$ cat src/rtl/multiplier_mac_pipe.sv
// Pipelined multiplier-accumulator: configurable widths, signedness and depth, with ce stall and running sum.
// Optional saturating accumulator when MULT_MAC_SAT_EN is defined; wraps otherwise.
module multiplier_mac_pipe #(
  parameter int ASIZE       = 32,
  parameter int BSIZE       = 16,
  parameter int A_SIGNED    = 0,
  parameter int B_SIGNED    = 0,
  parameter int PIPE_STAGES = 3,
  parameter int ACC_GUARD   = 8
) (
  input  logic                               clk,
  input  logic                               rst,
  input  logic                               ce,
  input  logic                               in_valid,
  input  logic [ASIZE-1:0]                   a,
  input  logic [BSIZE-1:0]                   b,
  input  logic                               acc_en,
  input  logic                               acc_clr,
  output logic                               out_valid,
  output logic [ASIZE+BSIZE-1:0]             p,
  output logic                               acc_valid,
  output logic [ASIZE+BSIZE+ACC_GUARD-1:0]   acc,
  output logic                               acc_ovf
);

  localparam int PSIZE      = ASIZE + BSIZE;
  localparam int ACCSIZE    = PSIZE + ACC_GUARD;
  localparam bit SIGNED_OUT = (A_SIGNED != 0) || (B_SIGNED != 0);
  // Product chain depth: one stage is spent on the operand register when depth allows.
  localparam int NP         = (PIPE_STAGES > 1) ? PIPE_STAGES - 1 : 1;

  logic [ASIZE:0] w_a_ext;
  logic [BSIZE:0] w_b_ext;
  logic [ASIZE:0] w_op_a;
  logic [BSIZE:0] w_op_b;
  logic           w_op_vld;
  logic           w_op_aen;
  logic           w_op_clr;

  assign w_a_ext = (A_SIGNED != 0) ? {a[ASIZE-1], a} : {1'b0, a};
  assign w_b_ext = (B_SIGNED != 0) ? {b[BSIZE-1], b} : {1'b0, b};

  if (PIPE_STAGES > 1) begin : g_opreg
    logic [ASIZE:0] r_op_a;
    logic [BSIZE:0] r_op_b;
    logic           r_op_vld;
    logic           r_op_aen;
    logic           r_op_clr;

    always_ff @(posedge clk) begin
      if (!rst) begin
        r_op_a   <= '0;
        r_op_b   <= '0;
        r_op_vld <= 1'b0;
        r_op_aen <= 1'b0;
        r_op_clr <= 1'b0;
      end else if (ce) begin
        r_op_vld <= in_valid;
        r_op_aen <= in_valid & acc_en;
        r_op_clr <= in_valid & acc_clr;
        if (in_valid) begin
          r_op_a <= w_a_ext;
          r_op_b <= w_b_ext;
        end
      end
    end

    assign w_op_a   = r_op_a;
    assign w_op_b   = r_op_b;
    assign w_op_vld = r_op_vld;
    assign w_op_aen = r_op_aen;
    assign w_op_clr = r_op_clr;
  end else begin : g_opcomb
    assign w_op_a   = w_a_ext;
    assign w_op_b   = w_b_ext;
    assign w_op_vld = in_valid;
    assign w_op_aen = in_valid & acc_en;
    assign w_op_clr = in_valid & acc_clr;
  end

  // Extending both operands to PSIZE makes the low PSIZE product bits exact for any signedness mix.
  logic [PSIZE-1:0] w_mul_a;
  logic [PSIZE-1:0] w_mul_b;
  logic [PSIZE-1:0] w_prod;

  assign w_mul_a = {{(BSIZE-1){w_op_a[ASIZE]}}, w_op_a};
  assign w_mul_b = {{(ASIZE-1){w_op_b[BSIZE]}}, w_op_b};
  assign w_prod  = w_mul_a * w_mul_b;

  logic [PSIZE-1:0] r_prod [NP];
  logic [NP-1:0]    r_vld;
  logic [NP-1:0]    r_aen;
  logic [NP-1:0]    r_clr;

  always_ff @(posedge clk) begin
    if (!rst) begin
      for (int i = 0; i < NP; i++) r_prod[i] <= '0;
      r_vld <= '0;
      r_aen <= '0;
      r_clr <= '0;
    end else if (ce) begin
      r_vld[0] <= w_op_vld;
      r_aen[0] <= w_op_aen;
      r_clr[0] <= w_op_clr;
      if (w_op_vld) r_prod[0] <= w_prod;
      for (int i = 1; i < NP; i++) begin
        r_vld[i] <= r_vld[i-1];
        r_aen[i] <= r_aen[i-1];
        r_clr[i] <= r_clr[i-1];
        if (r_vld[i-1]) r_prod[i] <= r_prod[i-1];
      end
    end
  end

  assign out_valid = r_vld[NP-1];
  assign p         = r_prod[NP-1];

  logic [ACCSIZE-1:0] r_acc;
  logic               r_acc_vld;
  logic               r_acc_ovf;
  logic [ACCSIZE-1:0] w_p_ext;
  logic [ACCSIZE:0]   w_sum;
  logic               w_ovf_u;
  logic               w_ovf_s;
  logic               w_ovf;
  logic               w_take;
  logic [ACCSIZE-1:0] w_acc_next;

  assign w_p_ext = SIGNED_OUT ? ACCSIZE'($signed(r_prod[NP-1])) : ACCSIZE'(r_prod[NP-1]);
  assign w_sum   = {1'b0, r_acc} + {1'b0, w_p_ext};
  assign w_ovf_u = w_sum[ACCSIZE];
  assign w_ovf_s = (r_acc[ACCSIZE-1] == w_p_ext[ACCSIZE-1]) &&
                   (w_sum[ACCSIZE-1] != r_acc[ACCSIZE-1]);
  assign w_ovf   = SIGNED_OUT ? w_ovf_s : w_ovf_u;
  assign w_take  = r_vld[NP-1] & r_aen[NP-1];

`ifdef MULT_MAC_SAT_EN
  logic [ACCSIZE-1:0] w_sat;
  // Signed overflow direction follows the shared operand sign, i.e. the old acc sign.
  assign w_sat = !SIGNED_OUT       ? {ACCSIZE{1'b1}} :
                 r_acc[ACCSIZE-1]  ? {1'b1, {(ACCSIZE-1){1'b0}}} :
                                     {1'b0, {(ACCSIZE-1){1'b1}}};
  assign w_acc_next = w_ovf ? w_sat : w_sum[ACCSIZE-1:0];
`else
  assign w_acc_next = w_sum[ACCSIZE-1:0];
`endif

  always_ff @(posedge clk) begin
    if (!rst) begin
      r_acc     <= '0;
      r_acc_vld <= 1'b0;
      r_acc_ovf <= 1'b0;
    end else if (ce) begin
      r_acc_vld <= w_take;
      if (w_take) begin
        if (r_clr[NP-1]) begin
          r_acc     <= w_p_ext;
          r_acc_ovf <= 1'b0;
        end else begin
          r_acc     <= w_acc_next;
          r_acc_ovf <= r_acc_ovf | w_ovf;
        end
      end
    end
  end

  assign acc       = r_acc;
  assign acc_valid = r_acc_vld;
  assign acc_ovf   = r_acc_ovf;

endmodule

$ cat config.mk
export PLATFORM = sky130hd
export DESIGN_NAME = multiplier_mac_pipe
export DESIGN_NICKNAME = d
export VERILOG_FILES = /design/src/rtl/multiplier_mac_pipe.sv
export SDC_FILE = /design/constraint.sdc
export NUM_CORES = 2
export LEC_CHECK = 0
export ABC_AREA = 0
export CORE_ASPECT_RATIO = 2
export CORE_UTILIZATION = 45
export CTS_CLUSTER_SIZE = 25
export DETAILED_ROUTE_END_ITERATION = 12
export PLACE_DENSITY = 0.74
export SLEW_MARGIN = 40
export SYNTH_ARGS = -nofsm -noshare
export SYNTH_HDL_FRONTEND = slang
export SYNTH_SLANG_ARGS = --single-unit
$ cat constraint.sdc
create_clock -name clk -period 8.6 [get_ports clk]
set_input_delay 1.29 -clock clk [delete_from_list [all_inputs] [get_ports clk]]
set_output_delay 1.29 -clock clk [all_outputs]
set_load 0.02 [all_outputs]
# Word level (Yosys, flattened, before mapping)
# Memories as Yosys holds them, arrays and structs flattened.
# Cells that the tools add are included.
# totals
out_inout_bits,107
mem_count,1
ramBits,96
ff_bits,115
# classes
reduce_logical,2
n_mux,13
add_sub_neg,1
multipliers,1
bitwise,6
# mem_list
memory,depth,width,read_ports,rd_ports_with_merged_regs,wr,line_no,rtl
r_prod,2,48,2,0,2,90,logic [PSIZE-1:0] r_prod [NP];
# ops
operator,count
2-to-1 mux 48 bit,2
adder 56 x 48 -> 57 bit,1
2-to-1 mux 56 bit,1
multiplier 32 x 16 -> 48 bit,1
2-to-1 mux 1 bit,10
AND reduction 2 bit,2
AND 1 bit,3
bitwise OR 1 bit,3

# Longest topological paths before layout
# depth
depth_word,5
ltp_mapped,25

# Worst setup path after synthesis
# OpenSTA, ideal clock, no wires.
# synth_timing
kind,flip-flop to flip-flop
startpoint,reg g_opreg.r_op_b[7]
endpoint,"mem r_prod[0][35] (netlist bit), data pin"
path_stages_with_launch,24
required_ns,8.334
n_path_buf,1
slack_ns,2.454
t_arrival_ns,5.880
synth_period_minus_slack_ns,6.146
setup_ns,0.266
cell_sequence,dfxtp_1 -> clkbuf_1 -> nand2_1 -> fa_1 -> inv_1 -> fa_1 -> inv_1 -> fa_1 -> inv_1 -> fa_1 -> fa_1 -> inv_1 -> fa_1 -> inv_1 -> ha_1 -> a21o_1 -> o21bai_1 -> a221oi_1 -> o31ai_1 -> a31oi_1 -> o21ai_0 -> a21boi_0 -> xor2_1 -> nor2_1
# synth_lines
item,line_no,rtl
start: declaration,45,logic [BSIZE:0] r_op_b;
start signal: assignment,63,r_op_b <= w_b_ext;
end: declaration,90,

==> impl_metrics.env <==
export IMPL_outcome="complete, no violations"
export IMPL_ir_drop_mv=0.09612
export IMPL_clock_root_buffer="clkbuf_16"
export IMPL_worstPathMaxFanout=24
export IMPL_tightest_slew_ns=0.9735
export IMPL_tns_ns=0
export IMPL_clock_fmax_ghz=0.1381
export IMPL_synth_cell_type_count=77
export IMPL_clkPwrFrac_pct=39.7
export IMPL_p_sw_share_pct=30.97
export IMPL_final_common_cell="nand2_1"
export IMPL_layout_setup_ws_ns=1.357
export IMPL_grt_first_pass_wirelength_um=129200
export IMPL_syn_area_per_cell_sq_um=8.808
export IMPL_gp_congestion=0.9876
export IMPL_fp_dieArea_sq_um=61800
export IMPL_crit_family="adder cells"
export IMPL_nNetsFinal=3751
export IMPL_p_int_uw=1824
export IMPL_ant_nets=0
export IMPL_slowest_stage="o31ai_1"
export IMPL_r2r_slack_ns=1.36
export IMPL_layout_drive_gt1_share_pct=3.582
export IMPL_worst_r2r_cell_count=19
export IMPL_areaGrowthSynthToFinish_pct=9.588
export IMPL_end_kind="register"
export IMPL_cp_required_ns=8.89
export IMPL_first_global_vias=23590
export IMPL_syn_cell_area_sq_um=27340
export IMPL_grtUsageMet1_pct=27.84
export IMPL_post_cts_resized=0
export IMPL_cap_violations=0
export IMPL_comb_power_share_pct=16.4
export IMPL_port_buffers=160
export IMPL_syn_nets=3745
export IMPL_cts_max_level=1
export IMPL_grt_max_degree=78
export IMPL_firstDrtPassIters=6
export IMPL_p_per_area_nw_per_um2=88.21
export IMPL_crit_end="r_prod[0][47]$_SDFFCE_PN0P_"
export IMPL_synthCells=3104
export IMPL_ys_ff_latch=211
export IMPL_wl_um=82890
export IMPL_ios=161
export IMPL_clock_latency_ns=0.56
export IMPL_gr_total_overflow=0
export IMPL_finClkSkew_ns=0.01852
export IMPL_post_cts_repair_setup_buffers=0
export IMPL_synth_seq_area_share_pct=18.96
export IMPL_met2_usage_pct=52.05
export IMPL_cp_start_kind="register"
export IMPL_setup_viol=0
export IMPL_multi_input_area_sq_um=19450
export IMPL_crit_chain="buf_4 -> nand2_1 -> fa_1 -> fa_1 -> fa_1 -> inv_1 -> ha_1 -> fa_1 -> fa_1 -> ha_1 -> a21oi_1 -> o211ai_1 -> nand2_1 -> o31ai_1 -> a31oi_1 -> o21bai_1 -> o21ai_0 -> xnor2_1 -> nor2_1"
export IMPL_path_depth=19
export IMPL_grt_util_all_layers_pct=27.57
export IMPL_p_sw_uw=818.6
export IMPL_cts_made_buffers=23
export IMPL_synthFlopType="dfxtp_1"
export IMPL_row_count=127
export IMPL_worstSetupPathType="register to register"
export IMPL_die_x_um=176.3
export IMPL_period_minus_slack_ns=7.243
export IMPL_antenna_found_initial=2
export IMPL_hold_violations=0
export IMPL_routedWlPerCell_um=21.25
export IMPL_synth_edf_count=96
export IMPL_final_cell_mix="513 x nand2_1, 461 x inv_1, 419 x fa_1"
export IMPL_worstPathArrival_ns=7.53
export IMPL_relSlewSlack_pct=34.96
export IMPL_synthArstFlopShare_pct=0
export IMPL_dp_slack_ns=1.477
export IMPL_dp_hpwl_um=66350
export IMPL_power_leakage_uw=0.01340
export IMPL_r2r_end="r_prod[0][47]$_SDFFCE_PN0P_"
export IMPL_die_h_um=350.6
export IMPL_grt_busiest_layer="met2"
export IMPL_hold_path_class="register to register"
export IMPL_r2r_start="g_opreg.r_op_b[1]$_SDFFE_PN0P_"
export IMPL_path_clk_slew_ns=0.06
export IMPL_n_antenna_cell=0
export IMPL_cp_startpoint="g_opreg.r_op_b[1]$_SDFFE_PN0P_"
export IMPL_routed_via_density=5.596
export IMPL_path_buf_inv=2
export IMPL_fillers=5654
export IMPL_grt_setup_unrepaired="no"
export IMPL_initial_utilization_pct=45.52
export IMPL_cts_sinks=211
export IMPL_yosysWarningCount=0
export IMPL_first_iter_violations=1172
export IMPL_hold_buffers=0
export IMPL_drc_errors=0
export IMPL_worst_hold_slack_ns=0.4740
export IMPL_num_vias=21830
export IMPL_tritoncts="built"
export IMPL_met3_usage_pct=3.153
export IMPL_crit_top_cell="fa_1"
export IMPL_slew_viol_final=0
export IMPL_cts_buffer_depth=3
export IMPL_core_area_sq_um=60070
export IMPL_min_period_over_period_pct=84.22
export IMPL_ff_latch_area_sq_um=5191
export IMPL_cp_slowest_stage_delay_ns=0.65
export IMPL_pwr_share_seq_pct=43.9
[layout make-up]
type,count,area share [%]
Clock buffer,26,2.025
Clock inverter,16,0.5638
Inverter,462,5.792
Multi-Input combinational cell,2221,64.93
Sequential cell,211,17.33
Tap cell,774,3.232
Timing Repair Buffer,191,6.135
[Yosys cell counts, types with 36 or more instances]
| master | n | share of area (%) |
|---|---|---|
| inv_1 | 461 | 6.3 |
| dfxtp_1 | 115 | 8.4 |
| xnor2_1 | 41 | 1.3 |
| xor2_1 | 40 | 1.3 |
| o211ai_1 | 36 | 0.99 |
| a21o_1 | 59 | 1.6 |
| nor2_1 | 123 | 1.7 |
| clkbuf_1 | 147 | 2.0 |
| o21ai_0 | 84 | 1.5 |
| ha_1 | 168 | 7.7 |
| edfxtp_1 | 96 | 11 |
| nand2_1 | 516 | 7.1 |
| buf_4 | 49 | 1.3 |
| nand3_1 | 37 | 0.68 |
| fa_1 | 419 | 31 |
| and2_1 | 276 | 6.3 |
| a21oi_1 | 182 | 3.3 |
[per-layer routing]
metal	wire [um]	vias up	share of wire, %
met5	0	-	0
met4	6438	0	7.8
met3	4456	323	5.4
met2	44370	963	54
met1	27630	10770	33
li1	-	9772	-
[stage by stage]
stage	power, uW	instance area (sq um)	cells	utilization [%]
floorplan	1439	27340	3104	-
global route	2737	29960	3901	49.88
global placement	1605	29170	3859	48.57
finish	2643	29960	3901	49.88
CTS	2654	29960	3901	49.87
detailed placement	1612	29180	3859	48.58
[flip-flops by register name, summed over array words and instances (netlist names)]
signal and flops:
r_clr 2, r_aen 2, acc_valid 1, g_opreg.r_op_a 32, g_opreg.r_op_b 16, g_opreg.r_op_vld 1
acc_ovf 1, r_vld 2, g_opreg.r_op_aen 1, g_opreg.r_op_clr 1, acc 56, r_prod 96
[power by group through the flow]
stage | Combinational (uW) | Clock (uW) | Sequential [uW]
after floorplan | 317 | 0 | 1120
after global placement | 424 | 0 | 1180
after detailed placement | 430 | 0 | 1180
after CTS | 431 | 1060 | 1160
after global routing | 480 | 1090 | 1160
final | 433 | 1050 | 1160
[how the worst min path moves through the flow]
stage                                             start                      to  slack (ns)  depth (start not counted)
final                            acc_valid$_SDFFE_PN0P_  acc_valid$_SDFFE_PN0P_        0.47                          2
after floorplan           g_opreg.r_op_aen$_SDFFE_PN0P_   r_aen[0]$_SDFFE_PN0P_        0.46                          2
after CTS                        acc_valid$_SDFFE_PN0P_  acc_valid$_SDFFE_PN0P_        0.47                          2
after global placement           acc_valid$_SDFFE_PN0P_  acc_valid$_SDFFE_PN0P_        0.46                          2
after global routing               acc[21]$_SDFFE_PN0P_    acc[21]$_SDFFE_PN0P_        0.50                          2
after detailed placement         acc_valid$_SDFFE_PN0P_  acc_valid$_SDFFE_PN0P_        0.46                          2
[worst register-to-register path, cell delays in order, from the launching register on]
cell,delay (ns)
dfxtp_1,0.55
buf_4,0.39
nand2_1,0.20
fa_1,0.56
fa_1,0.50
fa_1,0.55
inv_1,0.04
ha_1,0.28
fa_1,0.50
fa_1,0.43
ha_1,0.43
a21oi_1,0.14
o211ai_1,0.14
nand2_1,0.18
o31ai_1,0.65
a31oi_1,0.27
o21bai_1,0.47
o21ai_0,0.21
xnor2_1,0.41
nor2_1,0.07
[cells by family (layout without fill, tap and decap cells)]
group	count (synthesis)	in the layout	share of synthesized area, %
simple gates	1052	1052	18.32
buf+inv	672	695	9.940
mux	10	10	0.4027
flops	211	211	18.96
xor+xnor	81	81	2.595
compound gates	491	491	11.41
fa+ha+maj	587	587	38.37
No activity file was read; power rests on OpenSTA's default activity.
